[src/rtl/serdes_pkg.sv]
// Shared definitions for the serializer front end of the sequence detectors.
//   ser_state_t        : shifter state (empty / shifting a word out)
//   SER_WIDTH_DEFAULT  : default word width in bits
package serdes_pkg;

    typedef enum logic {
        S_IDLE  = 1'b0,
        S_SHIFT = 1'b1
    } ser_state_t;

    localparam int SER_WIDTH_DEFAULT = 8;

endpackage : serdes_pkg

[src/rtl/bit_serializer_if.sv]
// Word-in / bit-out bundle of bit_serializer.
//   in_data, in_valid  : word offered by the producer
//   in_ready           : serializer can take a word this cycle
//   out_bit            : serial bit stream (feeds a detector's inp_bit)
//   out_valid          : out_bit carries word data rather than idle fill
//   out_last           : out_bit is the final bit of a word
//   busy               : shifter or holding register occupied
// master = word producer / bit consumer side, slave = the serializer.
interface bit_serializer_if
    import serdes_pkg::*;
#(
    parameter int WIDTH = SER_WIDTH_DEFAULT
);

    logic [WIDTH-1:0] in_data;
    logic             in_valid;
    logic             in_ready;
    logic             out_bit;
    logic             out_valid;
    logic             out_last;
    logic             busy;

    modport master (
        output in_data,
        output in_valid,
        input  in_ready,
        input  out_bit,
        input  out_valid,
        input  out_last,
        input  busy
    );

    modport slave (
        input  in_data,
        input  in_valid,
        output in_ready,
        output out_bit,
        output out_valid,
        output out_last,
        output busy
    );

endinterface : bit_serializer_if

[src/rtl/bit_serializer.sv]
// Parallel-to-serial converter: takes WIDTH-bit words over valid/ready and
// emits one bit per clock. A one-word holding register lets the next word be
// taken while the current one shifts out, giving a gapless stream when the
// producer keeps up. With nothing to send, out_bit carries IDLE_BIT.
// Ports:
//   clk    : clock, all state on posedge
//   reset  : synchronous, active-high; discards any word in flight or held
//   ser    : bit_serializer_if.slave (in_data/in_valid/in_ready,
//            out_bit/out_valid/out_last/busy)
// Parameters: WIDTH (2..32), LSB_FIRST (0 = MSB first), IDLE_BIT.
module bit_serializer
    import serdes_pkg::*;
#(
    parameter int WIDTH     = SER_WIDTH_DEFAULT,
    parameter bit LSB_FIRST = 1'b0,
    parameter bit IDLE_BIT  = 1'b0
) (
    input  logic              clk,
    input  logic              reset,
    bit_serializer_if.slave   ser
);

    localparam int              CNT_W    = $clog2(WIDTH);
    localparam logic [CNT_W-1:0] LAST_CNT = CNT_W'(WIDTH - 1);

    ser_state_t       state_reg,     state_next;
    logic [WIDTH-1:0] shift_reg,     shift_next;
    logic [WIDTH-1:0] hold_reg,      hold_next;
    logic [CNT_W-1:0] bit_cnt_reg,   bit_cnt_next;
    logic             hold_full_reg, hold_full_next;

    logic [WIDTH-1:0] shifted;
    logic             ready;
    logic             accept;
    logic             at_last;

    // The hold register is the only buffer beyond the shifter, so a word can
    // be taken whenever it is empty (the shifter either takes it directly or
    // the hold register does).
    assign ready   = !hold_full_reg && !reset;
    assign accept  = ser.in_valid && ready;
    assign at_last = (bit_cnt_reg == LAST_CNT);

    assign ser.in_ready = ready;

    // One-position shift toward the output end, zero filled at the far end.
    for (genvar gi = 0; gi < WIDTH; gi++) begin : g_shift
        if (LSB_FIRST) begin : g_right
            if (gi == WIDTH - 1) begin : g_fill
                assign shifted[gi] = 1'b0;
            end else begin : g_take
                assign shifted[gi] = shift_reg[gi+1];
            end
        end else begin : g_left
            if (gi == 0) begin : g_fill
                assign shifted[gi] = 1'b0;
            end else begin : g_take
                assign shifted[gi] = shift_reg[gi-1];
            end
        end
    end

    // State register
    always_ff @(posedge clk) begin
        if (reset) begin
            state_reg     <= S_IDLE;
            shift_reg     <= '0;
            hold_reg      <= '0;
            bit_cnt_reg   <= '0;
            hold_full_reg <= 1'b0;
        end else begin
            state_reg     <= state_next;
            shift_reg     <= shift_next;
            hold_reg      <= hold_next;
            bit_cnt_reg   <= bit_cnt_next;
            hold_full_reg <= hold_full_next;
        end
    end

    // Next-state logic
    always_comb begin
        state_next     = state_reg;
        shift_next     = shift_reg;
        hold_next      = hold_reg;
        bit_cnt_next   = bit_cnt_reg;
        hold_full_next = hold_full_reg;

        unique case (state_reg)
            S_IDLE: begin
                // accept implies an empty hold register, so load directly
                if (accept) begin
                    shift_next   = ser.in_data;
                    bit_cnt_next = '0;
                    state_next   = S_SHIFT;
                end
            end
            S_SHIFT: begin
                if (!at_last) begin
                    shift_next   = shifted;
                    bit_cnt_next = bit_cnt_reg + CNT_W'(1);
                    if (accept) begin
                        hold_next      = ser.in_data;
                        hold_full_next = 1'b1;
                    end
                end else if (hold_full_reg) begin
                    // accept cannot coincide here: ready is low while held
                    shift_next     = hold_reg;
                    hold_full_next = 1'b0;
                    bit_cnt_next   = '0;
                end else if (accept) begin
                    // last bit leaving and a fresh word arriving: no gap
                    shift_next   = ser.in_data;
                    bit_cnt_next = '0;
                end else begin
                    state_next = S_IDLE;
                end
            end
            default: begin
                state_next = S_IDLE;
            end
        endcase
    end

    // Outputs, decoded from registers only
    always_comb begin
        ser.out_valid = (state_reg == S_SHIFT);
        ser.out_last  = ser.out_valid && at_last;
        ser.busy      = ser.out_valid || hold_full_reg;
        if (ser.out_valid) begin
            ser.out_bit = LSB_FIRST ? shift_reg[0] : shift_reg[WIDTH-1];
        end else begin
            ser.out_bit = IDLE_BIT;
        end
    end

endmodule : bit_serializer

[src/flat_wrapper.sv]
// flat-port wrapper written by rule: the top's interface ports become plain ports
module bit_serializer_flat import serdes_pkg::*;
#(
    parameter int WIDTH     = SER_WIDTH_DEFAULT,
    parameter bit LSB_FIRST = 1'b0,
    parameter bit IDLE_BIT  = 1'b0
)
  (clk, reset, ser_in_data, ser_in_valid, ser_in_ready, ser_out_bit, ser_out_valid, ser_out_last, ser_busy);
  bit_serializer_if #(.WIDTH(WIDTH)) ser_i ();
  input  logic clk;
  input  logic reset;
  input wire logic [$bits(ser_i.in_data)-1:0] ser_in_data;
  input wire logic [$bits(ser_i.in_valid)-1:0] ser_in_valid;
  output wire logic [$bits(ser_i.in_ready)-1:0] ser_in_ready;
  output wire logic [$bits(ser_i.out_bit)-1:0] ser_out_bit;
  output wire logic [$bits(ser_i.out_valid)-1:0] ser_out_valid;
  output wire logic [$bits(ser_i.out_last)-1:0] ser_out_last;
  output wire logic [$bits(ser_i.busy)-1:0] ser_busy;
  assign ser_i.in_data = ser_in_data;
  assign ser_i.in_valid = ser_in_valid;
  assign ser_in_ready = ser_i.in_ready;
  assign ser_out_bit = ser_i.out_bit;
  assign ser_out_valid = ser_i.out_valid;
  assign ser_out_last = ser_i.out_last;
  assign ser_busy = ser_i.busy;
  bit_serializer #(.WIDTH(WIDTH), .LSB_FIRST(LSB_FIRST), .IDLE_BIT(IDLE_BIT)) u_core (.clk(clk), .reset(reset), .ser(ser_i));
endmodule
[config.mk]
export PLATFORM = sky130hd
export DESIGN_NAME = bit_serializer_flat
export DESIGN_NICKNAME = d
export VERILOG_FILES = /design/src/rtl/serdes_pkg.sv /design/src/rtl/bit_serializer_if.sv /design/src/rtl/bit_serializer.sv /design/src/flat_wrapper.sv
export SDC_FILE = /design/constraint.sdc
export NUM_CORES = 1
export LEC_CHECK = 0
export ABC_AREA = 1
export BUFFER_PORTS_ARGS = -buffer_cell sky130_fd_sc_hd__clkbuf_2
export CAP_MARGIN = 40
export CORE_MARGIN = 2
export CORE_UTILIZATION = 35
export DETAILED_ROUTE_END_ITERATION = 6
export PLACE_DENSITY_LB_ADDON = 0.3
export SYNTH_ARGS = -nofsm -noshare
export SYNTH_HDL_FRONTEND = slang
export SYNTH_SLANG_ARGS = --single-unit
[constraint.sdc]
create_clock -name clk -period 1.95 [get_ports clk]
set_clock_uncertainty 0.2 [all_clocks]
set_input_delay 0.39 -clock clk [delete_from_list [all_inputs] [get_ports clk]]
set_output_delay 0.39 -clock clk [all_outputs]
set_load 0.005 [all_outputs]
==> impl_results.md <==
* Final core occ at 0.4183
* Peak supply drop at around 0.47 mV
* Total negative slack at 0 ps
* RSZ-0062 raised after global routing: false
* Max FO, Critical Path at 3
* Vias in the first global route at 868
* Multi-input gate area at 489.2 µm²
* Synthesized area at 1006 µm²
* DR pass1 iterations at 4
* P_leak at 0.5329 nW
* CP Cell Sequence: ha_1 > ha_4 > nand2_2 > inv_1 > clkbuf_2
* Rows at 19
* Port bufs at 15
* Die height at 57.61 µm
* Fmax at between 500 and 600 MHz
* Number of CTS-inserted buffers at 3
* Final period util at 0.9544
* Critical path endpoint category: output pin
* #FFs+latches synth at 21
* Reg2Reg Depth at 8
* Req. time, crit path at 1360 ps
* P&R area growth vs syn at 13.68%
* Clk buf depth at 2
* Clock sinks at 21
* Warnings, synthesis at 0
* # diodes at 0
* Vias per Instance at between 4 and 5
* Mean post-synth cell area at between 7 and 8 µm²
* Postcts setup bufs at 0
* Gr ovfl total at 0
* Power Dens Cells at 687.9 nW/µm²
* Crit start category: flip-flop
* Fillers at 292
* Layout cells sized above 1 at 0.2115
* CP arrival at about 1300 ps
* Hold path cells at 3
* Antenna-violating nets left at 0
* Slew headroom at 0.7643
* CTS clk-pin slew, worst paths at 110 ps
* MaxCap Viol Count at 0
* Min-delay worst type: input port to flip-flop
* Fin cells at 187
* Ports at 16
* Sequential fraction of the synthesis area at 0.4179
* DIE AREA at approximately 3300 µm²
* Post-DR wirelength/cell at between 10 and 15 µm
* Post-Place Cells at between 150 and 200
* Core ar. at around 2700 µm²
* Cells after Synth at 139
* Worst-Margin Slew at ~350 ps
* Total track usage at 0.1589
* Worst-Skew Late Latency at 300 ps
* CP max stage delay at ~340 ps
* TritonCTS clock tree: done
* Status: finished, final reports clean
* Final wirelength at ~2300 µm
* Root Buffer: clkbuf_4
* Synth unique cells at 18
* Global-route wire length before repair at between 4000 and 5000 µm
* DR DRC count at 0
* Crit Path Class: flip-flop to output pin
* Initial antenna violation count at 0
* Highest-delay cell along the critical path: dfxtp_2
* Final hold viol count at 0
* Crit path time final at 1861 ps
* DR iter-0 viols at 28
* Setup-failing EPs final at 0
* HPWL after DPL at around 1700 µm
* Final Instance Area at 1144 µm²
* Via Count at 914
* # nets final at 170
* Width of the die at 57.61 µm
* Dpl cell area at 1101 µm²
* Final GP Congestion at between 0.8 and 0.9
* Largest net degree at the start of global routing at 14
* # H-tree levels at 1
* Register area at 421.7 µm²
* Fin. max-slew vios at 0
* Syn_nets at ~150
* Starting Density at 0.3680
==> kinds of logic (layout without fill, tap and decap cells) <==
kind of cell	count (synthesis)	in the layout	synth area share
AND/OR/NAND/NOR	58	58	0.2724
buffers and inverters	25	42	0.1107
AO/OA/AOI/OAI	33	33	0.1741
adder cells (fa/ha/maj)	2	2	0.02487
flip-flops	21	21	0.4179
==> through the flow <==
step	setup WS [ps]	hold WS (ps)	power (W)
floorplan	375.8	232.5	0.0005504
global placement	193.0	241.4	0.0005865
detailed placement	119.0	254.7	0.0005888
CTS	16.31	102.9	0.0008004
global route	3.055	113.3	0.0008386
finish	88.89	118.0	0.0007866
==> worst max-delay path, delay by kind of cell, from the launching register on <==
kind	cells	cell delay [ps]
flops	1	340
buf+inv	2	150
fa+ha+maj	2	400
simple gates	1	70
==> area by class of cell <==
class                           count  area share
Multi-Input combinational cell     93      0.4278
Sequential cell                    21      0.3687
Inverter                           22     0.07440
Clock buffer                        4     0.02298
Timing Repair Buffer               16     0.07221
Tap cell                           31     0.03392
==> synth_stat cells <==
master	n	share of area
a21oi_1	19	0.095
a22oi_1	4	0.030
buf_6	2	0.022
clkbuf_1	1	0.0037
dfxtp_1	21	0.42
ha_1	2	0.025
inv_1	21	0.078
inv_4	1	0.0062
nand2_1	31	0.12
nand2_2	1	0.0062
nand2_4	1	0.011
nand3_1	11	0.055
nor2_1	7	0.026
nor2_2	2	0.012
nor2_4	3	0.034
o21ai_0	8	0.040
o21ai_1	2	0.010
or2_2	2	0.012
==> what timing repair did <==
action,CTS,global route
cloned,0,0
hold buffers,0,0
setup endpoints to repair,1,12
pin swaps,0,1
resized for setup,1,4
==> per-layer routing <==
metal / vias to the layer above / wire (µm) / GRT usage
met5: - / 0 / 0
met4: 0 / 17 / 0.04983
met3: 2 / 112 / 0.04688
met2: 19 / 1044 / 0.2500
met1: 412 / 1090 / 0.2107
li1: 481 / - / -
==> power breakdown <==
part | switching (W) | total, W | internal [W]
clock network | 0.000128 | 0.000208 | 0.0000799
registers | 0.0000164 | 0.000468 | 0.000451
logic | 0.0000680 | 0.000111 | 0.0000429
total | 0.000212 | 0.000787 | 0.000574
==> cell usage in the layout (no fill, tap or decap) <==
cell type  Yosys  layout
nor2_4         3       3
clkbuf_4       0       3
buf_4          0       1
ha_1           2       1
inv_4          1       1
nor2_1         7       7
nor2_2         2       2
dfxtp_2        0       1
o21ai_1        2       2
inv_1         21      20
nand2_2        1       2
ha_4           0       1
inv_2          0       1
a22oi_1        4       4
nand3_1       11      11
nand2_1       31      30
a21oi_1       19      19
clkbuf_2       0      15
nand2_4        1       1
dfxtp_1       21      20
or2_2          2       2
clkbuf_1       1       1
o21ai_0        8       8
==> worst paths after layout <==
kind	startpoint	to	slack (ps)
worst min-delay path	ser_in_data[4]	u_core.hold_reg[4]	120
worst max register to register	u_core.bit_cnt_reg[0]	u_core.hold_reg[0]	220
worst max-delay path	u_core.bit_cnt_reg[0]	ser_out_last	90
worst min register to register	u_core.bit_cnt_reg[0]	u_core.bit_cnt_reg[0]	240
(Power assumes the default switching activity.)
